--- src/rtl/frame_tx_packer.sv ---
// Frame transmitter: streams a 12-byte little-endian header and then 16-bit samples (LSB first) to a byte UART.
// A small FIFO decouples sample arrival from UART pacing; every send is followed by one holdoff cycle.
module frame_tx_packer #(
    parameter int FIFO_DEPTH = 16,
    parameter int CNT_W      = 32
) (
    input  logic        clk,
    input  logic        reset_n,
    input  logic        start,
    input  logic [31:0] release_id,
    input  logic [31:0] series_id,
    input  logic [31:0] length,
    input  logic        s_valid,
    input  logic [15:0] s_data,
    output logic        s_ready,
    output logic [7:0]  tx_data,
    output logic        tx_send,
    input  logic        tx_ready,
    output logic        busy,
    output logic        done
);

    localparam int AW = $clog2(FIFO_DEPTH);

    typedef enum logic [2:0] {IDLE, HEADER, PAY_LSB, PAY_MSB, DONE} state_t;

    state_t           state;
    state_t           state_next;
    logic [31:0]      rel_q;
    logic [31:0]      ser_q;
    logic [31:0]      len_q;
    logic [CNT_W-1:0] len_cnt;
    logic [3:0]       byte_idx;
    logic [CNT_W-1:0] in_cnt;
    logic [CNT_W-1:0] out_cnt;
    logic             holdoff;
    logic [7:0]       data_q;
    logic [7:0]       word_hi;
    logic [7:0]       send_byte;
    logic             send;
    logic             pop;
    logic             push;
    logic             accept;

    logic [15:0]      mem [FIFO_DEPTH];
    logic [AW-1:0]    wr_ptr;
    logic [AW-1:0]    rd_ptr;
    logic [AW:0]      count;
    logic             fifo_full;
    logic             fifo_empty;

    assign len_cnt    = CNT_W'(len_q);
    assign fifo_full  = (count == (AW+1)'(FIFO_DEPTH));
    assign fifo_empty = (count == '0);
    assign accept     = (state == IDLE) && start;
    assign busy       = (state != IDLE);
    assign done       = (state == DONE);
    assign s_ready    = busy && !fifo_full && (in_cnt < len_cnt);
    assign push       = s_valid && s_ready;
    assign tx_send    = send;
    assign tx_data    = send_byte;

    // tx_data falls back to the last sent byte so it stays stable between sends
    always_comb begin
        state_next = state;
        send       = 1'b0;
        pop        = 1'b0;
        send_byte  = data_q;
        case (state)
            IDLE: begin
                if (start) state_next = HEADER;
            end
            HEADER: begin
                if (tx_ready && !holdoff) begin
                    send      = 1'b1;
                    send_byte = 8'({len_q, ser_q, rel_q} >> {byte_idx, 3'b000});
                    if (byte_idx == 4'd11) state_next = (len_q != '0) ? PAY_LSB : DONE;
                end
            end
            PAY_LSB: begin
                if (tx_ready && !holdoff && !fifo_empty) begin
                    send       = 1'b1;
                    pop        = 1'b1;
                    send_byte  = mem[rd_ptr][7:0];
                    state_next = PAY_MSB;
                end
            end
            PAY_MSB: begin
                if (tx_ready && !holdoff) begin
                    send       = 1'b1;
                    send_byte  = word_hi;
                    state_next = (out_cnt + CNT_W'(1) == len_cnt) ? DONE : PAY_LSB;
                end
            end
            DONE: begin
                state_next = IDLE;
            end
            default: begin
                state_next = IDLE;
            end
        endcase
    end

    always_ff @(posedge clk or negedge reset_n) begin
        if (!reset_n) begin
            state    <= IDLE;
            rel_q    <= '0;
            ser_q    <= '0;
            len_q    <= '0;
            byte_idx <= '0;
            in_cnt   <= '0;
            out_cnt  <= '0;
            holdoff  <= 1'b0;
            data_q   <= '0;
            word_hi  <= '0;
        end else begin
            state   <= state_next;
            holdoff <= send;
            if (send) data_q <= send_byte;
            if (accept) begin
                rel_q    <= release_id;
                ser_q    <= series_id;
                len_q    <= length;
                byte_idx <= '0;
                in_cnt   <= '0;
                out_cnt  <= '0;
            end else begin
                if (push) in_cnt <= in_cnt + CNT_W'(1);
                if (send && state == HEADER) byte_idx <= byte_idx + 4'd1;
                if (pop) word_hi <= mem[rd_ptr][15:8];
                if (send && state == PAY_MSB) out_cnt <= out_cnt + CNT_W'(1);
            end
        end
    end

    // Pointers wrap naturally because the depth is a power of two
    always_ff @(posedge clk or negedge reset_n) begin
        if (!reset_n) begin
            wr_ptr <= '0;
            rd_ptr <= '0;
            count  <= '0;
        end else if (accept) begin
            wr_ptr <= '0;
            rd_ptr <= '0;
            count  <= '0;
        end else begin
            if (push) wr_ptr <= wr_ptr + AW'(1);
            if (pop)  rd_ptr <= rd_ptr + AW'(1);
            case ({push, pop})
                2'b10:   count <= count + (AW+1)'(1);
                2'b01:   count <= count - (AW+1)'(1);
                default: count <= count;
            endcase
        end
    end

    always_ff @(posedge clk) begin
        if (push) mem[wr_ptr] <= s_data;
    end

endmodule

--- config.mk ---
export PLATFORM = sky130hd
export DESIGN_NAME = frame_tx_packer
export DESIGN_NICKNAME = d
export VERILOG_FILES = /design/src/rtl/frame_tx_packer.sv
export SDC_FILE = /design/constraint.sdc
export NUM_CORES = 1
export LEC_CHECK = 0
export ABC_AREA = 1
export ABC_CLOCK_PERIOD_IN_PS = 2700
export CAP_MARGIN = 15
export CORE_MARGIN = 2
export CORE_UTILIZATION = 50
export CTS_BUF_LIST = sky130_fd_sc_hd__clkbuf_2 sky130_fd_sc_hd__clkbuf_4 sky130_fd_sc_hd__clkbuf_8
export DETAILED_ROUTE_END_ITERATION = 8
export HOLD_SLACK_MARGIN = 0.15
export PLACE_DENSITY_LB_ADDON = 0.08
export SLEW_MARGIN = 10
export SYNTH_ARGS = -nofsm -noshare
export SYNTH_HDL_FRONTEND = slang
export SYNTH_SLANG_ARGS = --single-unit
--- constraint.sdc ---
create_clock -name clk -period 2.7 [get_ports clk]
set_input_delay 0.27 -clock clk [delete_from_list [all_inputs] [get_ports clk]]
set_output_delay 0.27 -clock clk [all_outputs]
set_load 0.01 [all_outputs]
* Word level (Yosys, flattened, before mapping)
Memory sizes are Yosys's and may differ from the RTL's.
Index checks and enable logic that the tools add are counted.
** Word-level totals
- Input bits :: 117
- Memories kept :: 1
- Memory bits (writable) :: 256
- Logic and storage cells :: 91
- Output and inout port bits :: 12
- Flip-flop bits (word level) :: 197
** Memories
- mem :: depth 16, width 16, rd ports 1, clocked after Yosys merged registers in 0, write ports 1, RTL line 45 : logic [15:0] mem [FIFO_DEPTH];
** Operators by class
- Eq/ne operators :: 14
- Shift operators :: 1
- Order comparisons :: 1
- Bitwise logic cells :: 1
- Muxes and demuxes :: 30
- Reductions and logical operators :: 23
- Add/sub/neg operators :: 7
** Operator list (count)
- 32-bit 2-to-1 mux :: 4
- 96-bit by 7-bit >> shifter with 8-bit output :: 1
- 32-bit by 1-bit adder with 32-bit output (second input constant) :: 2
- 32-bit equality test :: 1
- 32-bit < comparator :: 1
- 32-bit nonzero test :: 1
- 4-bit 2-to-1 mux :: 6
- 8-bit 2-to-1 mux :: 3
- 8-bit case mux with 3 select lines :: 1
- 3-bit 2-to-1 mux :: 7
- 4-bit by 1-bit adder with 4-bit output (second input constant) :: 3
- 3-bit case mux with 4 select lines :: 1
- 2-bit inequality test (second input constant) :: 5
- 5-bit case mux with 2 select lines :: 1
- 1-bit logical AND :: 8
- 2-bit nonzero test :: 4
- 3-bit by 2-bit equality test with 1-bit output (second input constant) :: 2
- 3-bit nonzero test :: 2
- 5-bit by 1-bit adder with 5-bit output (second input constant) :: 1
- 5-bit equality test (second input constant) :: 1
- 5-bit logical NOT :: 1
- 1-bit 2-to-1 mux :: 5
- 5-bit 2-to-1 mux :: 1
- 5-bit AND reduction :: 1
- other kinds (12) :: 14

* Longest topological paths before layout
Gate-level depths: netlist (run 1).
- Depth after elaboration :: 8
- Mapped depth :: 22
- Gate-level depth less buffers :: 22

* Worst setup path after synthesis (run 1)
OpenSTA, ideal clock, no wires.
- Kind :: reg2reg
- Start point :: reg len_q[21] (netlist: len_cnt[21])
- End point :: mem mem[0][0], enable pin
- Clock period less this slack :: 2.872 ns
- Slack :: -0.172 ns
- Buffers on the path :: 1
- Data arrival time :: 2.484 ns
- Stages on the path, launching flop included :: 13
- Setup time :: 0.388 ns
- Data required time :: 2.312 ns
- Cell sequence :: dfrtp_1 -> inv_1 -> ha_1 -> a21oi_1 -> nor2_1 -> a211oi_1 -> a21oi_1 -> nor2_1 -> nand3_2 -> inv_2 -> buf_2 -> nand2_1 -> nor2_1
** On the way
- Word-level cells in the longest chain between the ends :: 5
** Ends and longest elaborated chain
- from (decl) :: RTL line 31 : logic [31:0] len_q;
- from (signal assigned) :: RTL line 123 : len_q <= length;
- 32-bit < comparator :: RTL line 58 : assign s_ready = busy && !fifo_full && (in_cnt < len_cnt);
- 1-bit logical AND :: RTL line 58
- 1-bit logical AND :: RTL line 59 : assign push = s_valid && s_ready;
- 1-bit 2-to-1 mux :: RTL line 158 : if (push) mem[wr_ptr] <= s_data;
- 1-bit 2-to-1 mux (not written as such) :: RTL line 158
- to (decl) :: RTL line 45
Every way passes these cells.

* Worst setup path after layout (run 1)
- Start point :: reg rd_ptr[0]
- End point :: out tx_data[0]
** On the way
- Word-level cells in the longest chain between the ends :: 3
** Ends and longest elaborated chain
- from (decl) :: RTL line 47 : logic [AW-1:0] rd_ptr;
- from (signal assigned) :: RTL line 148 : if (pop) rd_ptr <= rd_ptr + AW'(1);
- memory 16 x 16 bit
- 8-bit 2-to-1 mux :: RTL line 81 : if (tx_ready && !holdoff && !fifo_empty) begin
- 8-bit case mux with 3 select lines :: RTL line 69 : case (state)
- to (decl) :: RTL line 16 : output logic [7:0] tx_data,
Every way passes these cells.

==> parameters.txt, run 1 <==
Parameter                              Value

Clock tree
  Clk buf depth    3
  Clock tree from TritonCTS    yes
  Clk sink count    453
  Maximum level of the CTS H-tree    3
  Worst-path clk slew    0.06 ns
  Clk Latency, worst-skew pair    0.68 ns
  Clock buffer count from CTS    79
  Clock tree root buffer cell    clkbuf_8

Yosys
  Mapped Cells    2395
  Number of enable-type register cells in the synthesized netlist    256
  Synthesized Nets    2555
  Ys async rst share    43.5%
  Main flop type after synthesis    edfxtp_1
  Area share of the largest cell type after synthesis    35.0%
  Average footprint of a synthesized cell    9.17 um2
  Number of library cell types mapped by synthesis    47
  Synth area leader    edfxtp_1
  Most instantiated cells after synthesis    610 x nand2_1, 303 x nor2_1, 256 x edfxtp_1, 251 x o21ai_0, 197 x dfrtp_1
  Count leader, synth    nand2_1
  Number of synthesis warnings    0
  Largest cells by area after synthesis    edfxtp_1 35%, dfrtp_1 22%, nand2_1 10%, o21ai_0 5.7%, nor2_1 5.2%
  Synthesized area    22000 um2
  Seq/Total Area, Yosys    57.4%
  Number of synthesized register bits    453

Finish
  Fillcell total    3526
  End-of-flow core utilization    66.3%
  Area delta synth->final    30.2%
  Number of diodes    0
  Post-route cell area    28600 um2
  Number of nets at the end of the flow    2909
  Ratio of cells with drive above 1 in the final layout    19.7%

Routing
  Initial DRT Pass Iterations    6
  Aggregate routed wire length    69.6 mm
  Number of remaining DRC errors    0
  Detailed router's first-iteration violation count    1791
  Residual antenna-violating net count after detailed routing    0
  Via count    19000
  Post-detailed-route via-to-cell ratio    5.60
  Detailed-route wire length per cell    20.6 um

Timing
  Final period demand of the worst path    2.86 ns
  Setup slack of the critical path after layout    -0.160 ns
  Transition at the pin with the smallest max-transition slack    0.681 ns
  Maximum clock frequency    350 MHz
  Post-Route Skew    0.0318 ns
  Setup violations, final    10
  Final critical-path share of the clock period    106%
  Final Hold Violating Endpoints    0
  Tightest slew margin relative to the limit    54.6%
  RSZ-0062 raised after global routing    yes
  Worst slack on hold paths    0.189 ns
  Max-slew violation count    0

Global route
  Global-route wire length before repair    105 mm
  Global-route usage over all layers    30.9%
  Vias in the first global route    18800
  Maximum number of pins on one net before global-route repair    83
  Grt total ovfl    0
  Initial antenna violation count    1

Setup path
  Maximum fanout along the worst path    6
  CP endpoint kind    output pin
  Data arrival time of the worst path    2.59 ns
  Required time worst endpoint    2.43 ns
  Path type of the worst setup path    register to output pin
  Worst path cell trace    buf_16, buf_12, o21ai_2, o221ai_1, o211ai_1, nand2_2, a21oi_4, nand3_2, buf_6
  Critical path startpoint category    register
  Worst stage delay on the critical path    0.57 ns
  Library cell contributing the largest single delay on the critical path    dfrtp_4

Placed design
  Setup slack at placement    -0.264 ns
  IO buf count    128
  Post-detail-place hpwl    45.6 mm
  Cell area after placement    25400 um2
  Final RePlAce weighted congestion    0.949

Floorplan
  Ports    129
  Initial Utilization    50.9%
  Height of the die    214 um
  Standard-cell row count    76
  Total core area    43200 um2
  Die area    45600 um2
  Die width    214 um

Pwr
  Total leakage power    11.5 nW
  Power density cells    1010 nW/um2
  IR drop worst, VDD    0.631 mV

Worst hold path
  Path type of the worst min-delay path    primary input to async pin

Status
  Result of the run    finished with violations
  Failing checks    setup timing

Job
  Maxcap violations    0
[layout by cell type (no fill, tap or decap), types with 29 or more instances in the layout]
cell and n:
ha_1 29, buf_12 37, o22ai_1 40, a21oi_1 46
edfxtp_1 256, dfrtp_1 196, nor2_2 43, dlygate4sd3_1 38
clkbuf_8 86, clkdlybuf4s50_1 117, nand2_1 593, buf_4 156
o221ai_1 50, nor2_1 258, nand3_1 117, inv_1 130
o21ai_1 41, o21ai_0 194
[cell type report]
| class | count | area (um2) | share of cell area (%) |
|---|---|---|---|
| flip-flops and latches | 453 | 12600 | 44.1 |
| well taps | 585 | 732 | 2.56 |
| multi-input cells | 1683 | 9090 | 31.8 |
| clock inverters | 24 | 156 | 0.547 |
| repair buffers | 384 | 4080 | 14.3 |
| inverters | 148 | 577 | 2.02 |
| clock buffers | 109 | 1350 | 4.72 |
[path summary, 6_finish.rpt]
| path | from | end | slack, ns | cells after the start |
|---|---|---|---|---|
| worst max-delay path | rd_ptr[0] | tx_data[0] | -0.16 | 9 |
| worst min-delay path | reset_n | rel_q[1] | 0.19 | 2 |
| worst max register to register | in_cnt[29] | count[4] | -0.09 | 17 |
| worst min register to register | ser_q[19] | ser_q[19] | 0.47 | 2 |
| max in group asynchronous | reset_n | ser_q[7] | 1.65 | 3 |
| min in group clk | release_id[4] | rel_q[4] | 0.19 | 3 |
[sequential cells by signal (all words and copies together) (netlist names)]
| register | count |
|---|---|
| mem | 256 |
| in_cnt | 32 |
| len_cnt | 32 |
| out_cnt | 32 |
| rel_q | 32 |
| ser_q | 32 |
| data_q | 8 |
| word_hi | 8 |
| count | 5 |
| byte_idx | 4 |
| rd_ptr | 4 |
| wr_ptr | 4 |
| state | 3 |
| holdoff | 1 |
[metal layers]
metal | GRT usage (%) | wire length [um] | vias to the layer above | part of all wire (%)
met5 | 0 | 11 | - | 0.016
met4 | 14.0 | 2850 | 2 | 4.1
met3 | 4.91 | 4150 | 157 | 6.0
met2 | 50.9 | 33700 | 649 | 48
met1 | 40.4 | 29000 | 9160 | 42
li1 | - | - | 9009 | -
[cell families after synthesis]
kind of cell               after synthesis  synth area share [%]
and+or+nand+nor                       1135                  21.5
adders and majority gates               43                  2.48
DFF                                    453                  57.4
xor gates and xnor gates                21                 0.900
AOI/OAI and AO/OA                      484                  13.2
buffers and inverters                  259                  4.52
[critical path: cells and delay by family (launching register included)]
family / cells / cell delay (ns)
AND/OR/NAND/NOR: 2 / 0.29
flip-flops: 1 / 0.57
buffers and inverters: 3 / 0.47
AO/OA/AOI/OAI: 4 / 0.58
[stage by stage]
step / TNS [ns] / total power, mW / cells
final: -1.08 / 28.8 / 3386
after global routing: -2.53 / 30.6 / 3386
after CTS: -1.78 / 28.3 / 3376
after detailed placement: -1.14 / 20.9 / 3184
after global placement: -0.907 / 20.7 / 3184
after floorplan: -33.13 / 15.8 / 2395
[report_power, final]
part / switching [mW] / internal, mW
Clock: 2.86 / 3.26
Combinational: 7.62 / 5.34
Sequential: 0.937 / 8.83
Total: 11.4 / 17.4
[repair_timing]
item / CTS / global route
resized for setup: 206 / 93
buffers inserted: 14 / 9
hold endpoints to repair: 157 / 1
pin swaps: 68 / 50
hold buffers: 37 / 1
setup endpoints to repair: 19 / 307
gates cloned: 9 / 2
(Power assumes the default switching activity.)
==> run 2, diff against run 1 <==
Settings changed: ABC_AREA 1 to default.
==> run 2 against run 1 <==
The run still ends with setup timing left. Via count is 20% lower. Core utilization grew 0.98 points. Critical path depth decreased by 3. Register-to-register slack worse by 0.22 ns. Sequential power down 4.4%. Sequential share of layout area is 0.95 points higher. Setup slack got worse by 0.47 ns. Global-route usage shrank 3.6 points. Critical endpoint is now tx_data[4].
==> parameters.txt, run 2 <==
Parameter                              Value

Yosys
  Seq/Total Area, Yosys    60.1% (+2.6 points)
  Synthesized area    21000 um2 (-4.4%)
  Average footprint of a synthesized cell    12.7 um2 (+38%)
  Number of library cell types mapped by synthesis    64 (+36%)
  Count leader, synth    nand2_1
  Number of enable-type register cells in the synthesized netlist    256 (unchanged)
  Number of synthesized register bits    453 (unchanged)
  Number of synthesis warnings    0 (unchanged)
  Synth area leader    edfxtp_1
  Largest cells by area after synthesis    edfxtp_1 37%, dfrtp_1 23%, mux4_2 11%, nand2_1 6.2%, ha_1 2.5%
  Area share of the largest cell type after synthesis    36.6% (+1.6 points)
  Main flop type after synthesis    edfxtp_1
  Ys async rst share    43.5% (unchanged)
  Most instantiated cells after synthesis    345 x nand2_1, 256 x edfxtp_1, 197 x dfrtp_1, 103 x mux4_2, 91 x o21ai_0
  Mapped Cells    1657 (-31%)
  Synthesized Nets    1817 (-29%)

Setup path
  Cell mode on critical path    mux4_2
  Crit path capture    tx_data[4]
  Library cell contributing the largest single delay on the critical path    dfrtp_4
  Path type of the worst setup path    register to output pin
  Maximum fanout along the worst path    7 (+1)
  Worst stage delay on the critical path    0.52 ns (-0.05 ns)
  Data arrival time of the worst path    3.06 ns (+0.47 ns)
  Critical path startpoint category    register
  Depth of the most critical reg-to-reg path    15 (-2)
  Required time worst endpoint    2.43 ns (about the same)
  Setup slack of the worst register-to-register path    -0.31 ns (-0.22 ns)
  Timing startpoint of the critical path    rd_ptr[0]
  CP endpoint kind    output pin
  Worst path cell trace    buf_12, mux4_2, mux4_2, a222oi_1, nand2_1, buf_2
  Reg-to-reg startpoint    in_cnt[11]
  Critical R2R Capture    count[4]

Floorplan
  Total core area    41700 um2 (-3.5%)
  Die area    43700 um2 (-4.3%)
  Standard-cell row count    75 (-1.3%)
  Initial Utilization    50.4% (-0.48 points)
  Height of the die    209 um (-2.2%)
  Ports    129 (unchanged)
  Die width    209 um (-2.2%)

Routing
  Post-detailed-route via-to-cell ratio    5.67 (+1.1%)
  Initial DRT Pass Iterations    6 (unchanged)
  Detailed router's first-iteration violation count    1036 (-42%)
  Residual antenna-violating net count after detailed routing    0 (unchanged)
  Via count    15200 (-20%)
  Number of remaining DRC errors    0 (unchanged)
  Detailed-route wire length per cell    21.8 um (+6.2%)
  Aggregate routed wire length    58.6 mm (-16%)

Finish
  Number of diodes    0 (unchanged)
  Post-route cell area    28000 um2 (-2.1%)
  Fillcell total    3075 (-13%)
  Largest reg by FF count    mem
  Commonest non-fill, non-tap cells in the layout    338 x nand2_1, 256 x edfxtp_1, 208 x buf_4, 192 x dfrtp_1, 117 x clkdlybuf4s50_1
  Max FFs per register    256 (unchanged)
  Area delta synth->final    33.4%
  Final Instance Count excl. Fillers    2681 (-21%)
  Commonest non-fill, non-tap cell in the layout    nand2_1
  Number of nets at the end of the flow    2241 (-23%)
  Ratio of cells with drive above 1 in the final layout    30.7% (+11 points)

Timing
  Worst slack on hold paths    0.194 ns (+0.00492 ns)
  Setup violations, final    155 (+145)
  Max-slew violation count    0 (unchanged)
  Post-Route Skew    0.0359 ns (+0.00408 ns)
  Final critical-path share of the clock period    123% (+17 points)
  Final Hold Violating Endpoints    0 (unchanged)
  Final period demand of the worst path    3.33 ns (+0.468 ns)
  Transition at the pin with the smallest max-transition slack    0.630 ns (-0.0509 ns)
  RSZ-0062 raised after global routing    yes
  Maximum clock frequency    300 MHz (-14%)
  Tightest slew margin relative to the limit    58.0% (+3.4 points)
  Setup slack of the critical path after layout    -0.629 ns (-0.468 ns)

Global route
  Met3 Resource Use GR    4.91% (+0.0081 points)
  Vias in the first global route    15400 (-18%)
  Global-route wire length before repair    89.6 mm (-15%)
  Global route hottest layer    met2
  Initial antenna violation count    0 (-1)
  Maximum number of pins on one net before global-route repair    87 (+4.8%)
  Grt total ovfl    0 (unchanged)
  Global-route usage over all layers    27.2% (-3.6 points)
  GRT met1 Usage    35.1% (-5.3 points)
  GR met2 Demand/Resource    46.5% (-4.5 points)

Status
  Result of the run    finished with violations
  Failing checks    setup timing

Job
  Maxcap violations    0 (unchanged)

Pwr
  Clock power share    25.6% (+4.4 points)
  Total leakage power    11.2 nW (-3.1%)
  Power density cells    881 nW/um2 (-13%)
  Switching share of total power    33.5% (-6.1 points)
  Cell internal power dissipation    16.4 mW (-5.7%)
  Combinational power share    36.6% (-8.3 points)
  Seq pwr share    37.8% (+3.9 points)
  IR drop worst, VDD    0.517 mV (-18%)
  Net switching component of the power    8.27 mW (-28%)
  Overall power after layout    24.7 mW (-14%)

Clock tree
  Clock tree root buffer cell    clkbuf_8
  Maximum level of the CTS H-tree    3 (unchanged)
  Clock buffer count from CTS    76 (-3.8%)
  Clk buf depth    3 (unchanged)
  Clock tree from TritonCTS    yes
  Clk sink count    453 (unchanged)
  Worst-path clk slew    0.06 ns (about the same)
  Clk Latency, worst-skew pair    0.66 ns (-0.02 ns)

Placed design
  Total instance count after detailed placement    2457 (-23%)
  IO buf count    128 (unchanged)
  Post-detail-place hpwl    37.9 mm (-17%)
  Cell area after placement    24900 um2 (-2.0%)
  Final RePlAce weighted congestion    0.921 (-2.9%)

Worst hold path
  Path type of the worst min-delay path    primary input to register
-- run 2: layer usage --
layer  up-vias  share of wire [%]
li1       6989                  -
met5         -                  0
met4         0                3.3
met3       121                4.8
met2       408                 51
met1      7671                 41
-- run 2: cell families (layout without fill, tap and decap cells) --
group           after synthesis  in the layout  synth area share [%]
simple gates                602            602                  13.3
flops                       453            453                  60.1
compound gates              211            211                  6.19
buf+inv                     151            636                  2.76
mux                         125            125                  12.1
xor+xnor                     72             72                  3.00
fa+ha+maj                    43             43                  2.60
-- run 2: final cells by class --
type / count / area (um2) / area share, %
repair buffers: 441 / 4390 / 15.7
inverters: 56 / 218 / 0.777
clock inverters: 22 / 168 / 0.598
multi-input cells: 1053 / 8520 / 30.4
flip-flops and latches: 453 / 12600 / 45.1
clock buffers: 117 / 1420 / 5.06
well taps: 539 / 674 / 2.41
-- run 2: power groups by stage --
stage          registers, mW  clock network (mW)  logic [mW]
6_report                9.34                6.31        9.05
5_1_grt                 9.46                6.75        9.82
4_1_cts                 9.29                6.45        8.75
3_5_place_dp            9.38                   0        8.18
3_3_place_gp            9.33                   0        8.08
2_1_floorplan           9.30                   0        4.71
-- run 2: repair_timing --
action,CTS,global route
setup buffers,29,15
endpoints found under the hold margin,224,0
resized for setup,126,77
hold buffers,41,0
pin swaps,44,37
setup endpoints to repair,181,295
cloned,7,3
-- run 2: worst min-delay path by stage --
| stage | startpoint | end | slack, ns | cells after the start |
|---|---|---|---|---|
| finish | release_id[16] | rel_q[16] | 0.19 | 3 |
| detailed placement | reset_n | rel_q[2] | 0.29 | 1 |
| global placement | reset_n | rel_q[10] | 0.29 | 1 |
| global route | series_id[1] | ser_q[1] | 0.16 | 3 |
| CTS | series_id[3] | ser_q[3] | 0.15 | 3 |
| floorplan | reset_n | byte_idx[0] | -0.03 | 0 |
-- run 2: worst max-delay path, delay by kind of cell, from the launching register on --
family          cells  cell delay, ns
simple gates        1            0.16
compound gates      1            0.37
buf+inv             2            0.34
flops               1            0.52
mux                 2            1.02
-- run 2: per-stage QoR --
| stage | setup TNS (ns) | worst slack (ns) | util [%] |
|---|---|---|---|
| floorplan | -6.88 | -0.526 | - |
| global placement | -17.50 | -0.368 | 59.8 |
| detailed placement | -24.81 | -0.482 | 59.8 |
| CTS | -13.01 | -0.723 | 66.4 |
| global route | -37.88 | -0.747 | 67.2 |
| finish | -13.48 | -0.629 | 67.2 |
==> edit: new RTL, settings of run 2 <==
Compare `byte_idx` against `4'd11` with >= in place of ==.
--- a/src/rtl/frame_tx_packer.sv
+++ b/src/rtl/frame_tx_packer.sv
@@ -74,7 +74,7 @@
                 if (tx_ready && !holdoff) begin
                     send      = 1'b1;
                     send_byte = 8'({len_q, ser_q, rel_q} >> {byte_idx, 3'b000});
-                    if (byte_idx == 4'd11) state_next = (len_q != '0) ? PAY_LSB : DONE;
+                    if (byte_idx >= 4'd11) state_next = (len_q != '0) ? PAY_LSB : DONE;
                 end
             end
             PAY_LSB: begin
Check against the original RTL: same outputs for any inputs over 4 cycles, from zero or initial values and one cycle with reset_n low; that may be too few to reach the edited logic, so the function may still have changed.
==> edit against run 2 <==
The run still ends with negative setup slack left; synthesized cell count grew 2.1%; wire length grew 5.2%; sequential cell count is the same; sequential power shrank 9.4%; power shrank 15%; critical path depth grew 1; count of clock-buffer cells in the layout shrank 5; area after synthesis grew 2.1%; final area grew 2.5%; first-iteration DRC count grew 31%; hold slack lost 0.0026 ns; worst setup slack gained 0.014 ns; clock power shrank 3.8%; core utilization grew 0.88 points; largest power group unchanged; highest routed layer unchanged.
==> edit: results <==
run_status:
  status: "complete, but fails checks"
  violations: "negative setup slack"
logic_synthesis:
  synth_area_leaders: "edfxtp_1 36%, dfrtp_1 23%, mux4_2 11%"
  yosys.area_share.adder_pct: 2.545
  synth_common_cells: "325 x nand2_1, 256 x edfxtp_1, 197 x dfrtp_1, 118 x o21ai_0, 103 x mux4_2"
  synth_compound_area_share_pct: 8.551
  synthXorXnorAreaFrac_pct: 2.025
route:
  drtIter0Drc: 1353
  met2_length_mm: 31.19
  first_pass_iters: 8
  wl_met3_mm: 2.991
sta:
  worst_slack_ns: -0.6149
  setup_viol: 286
  finClkSkew_ns: 0.01898
  worst_pin_slew_ns: 0.8793
power_and_ir_drop:
  ir_worst_vdd_v: 0.0009319
  combPwrFrac_pct: 30.7
clock_tree:
  post-cts-setup-buffers: 38
  numCtsBuffers: 77
critical_path:
  cp.arrival_ns: 3.04
  reg2reg_depth: 16
cells_and_area:
  nClkBuffers: 112
  bufAreaShareNonClock_pct: 17.04
  nMultiInputCombCells: 1079
  fin_area_um2: 28700
  drive_gt1_share_pct: 30.33
  final-clk-cell-share_pct: 5.235
  multi_input_area_um2: 8782
place:
  postPlaceCellArea_um2: 25250
global_routing:
  gr-usage-met3_pct: 4.936
  track_usage_pct: 28.20
## edit: cell types whose count changed in the layout (fill, tap and decap cells not counted), moves of 11 or more
cell	delta
nor4_1	-11
inv_1	+15
buf_6	+15
o21ai_0	+19
nand3_1	-12
dlygate4sd3_1	+11
xnor2_1	-27
nand2_1	-21
## edit: path summary, 6_finish.rpt
kind,slack (ns),from,end
setup / recovery,-0.61,rd_ptr[0],tx_data[2]
hold / removal,0.19,series_id[10],ser_q[10]
setup reg to reg,-0.50,rd_ptr[0],data_q[3]
hold reg to reg,0.47,ser_q[16],ser_q[16]
max in group asynchronous,1.02,reset_n,rel_q[3]
min in group asynchronous,0.69,reset_n,rel_q[4]
## edit: cell families (layout without fill, tap and decap cells)
logic type / count (synthesis) / count (layout)
AO/OA/AOI/OAI: 286 / 286
adder cells (fa/ha/maj): 43 / 43
buffers and inverters: 159 / 677
flip-flops: 453 / 453
multiplexers: 128 / 128
AND/OR/NAND/NOR: 574 / 574
XOR/XNOR: 48 / 48
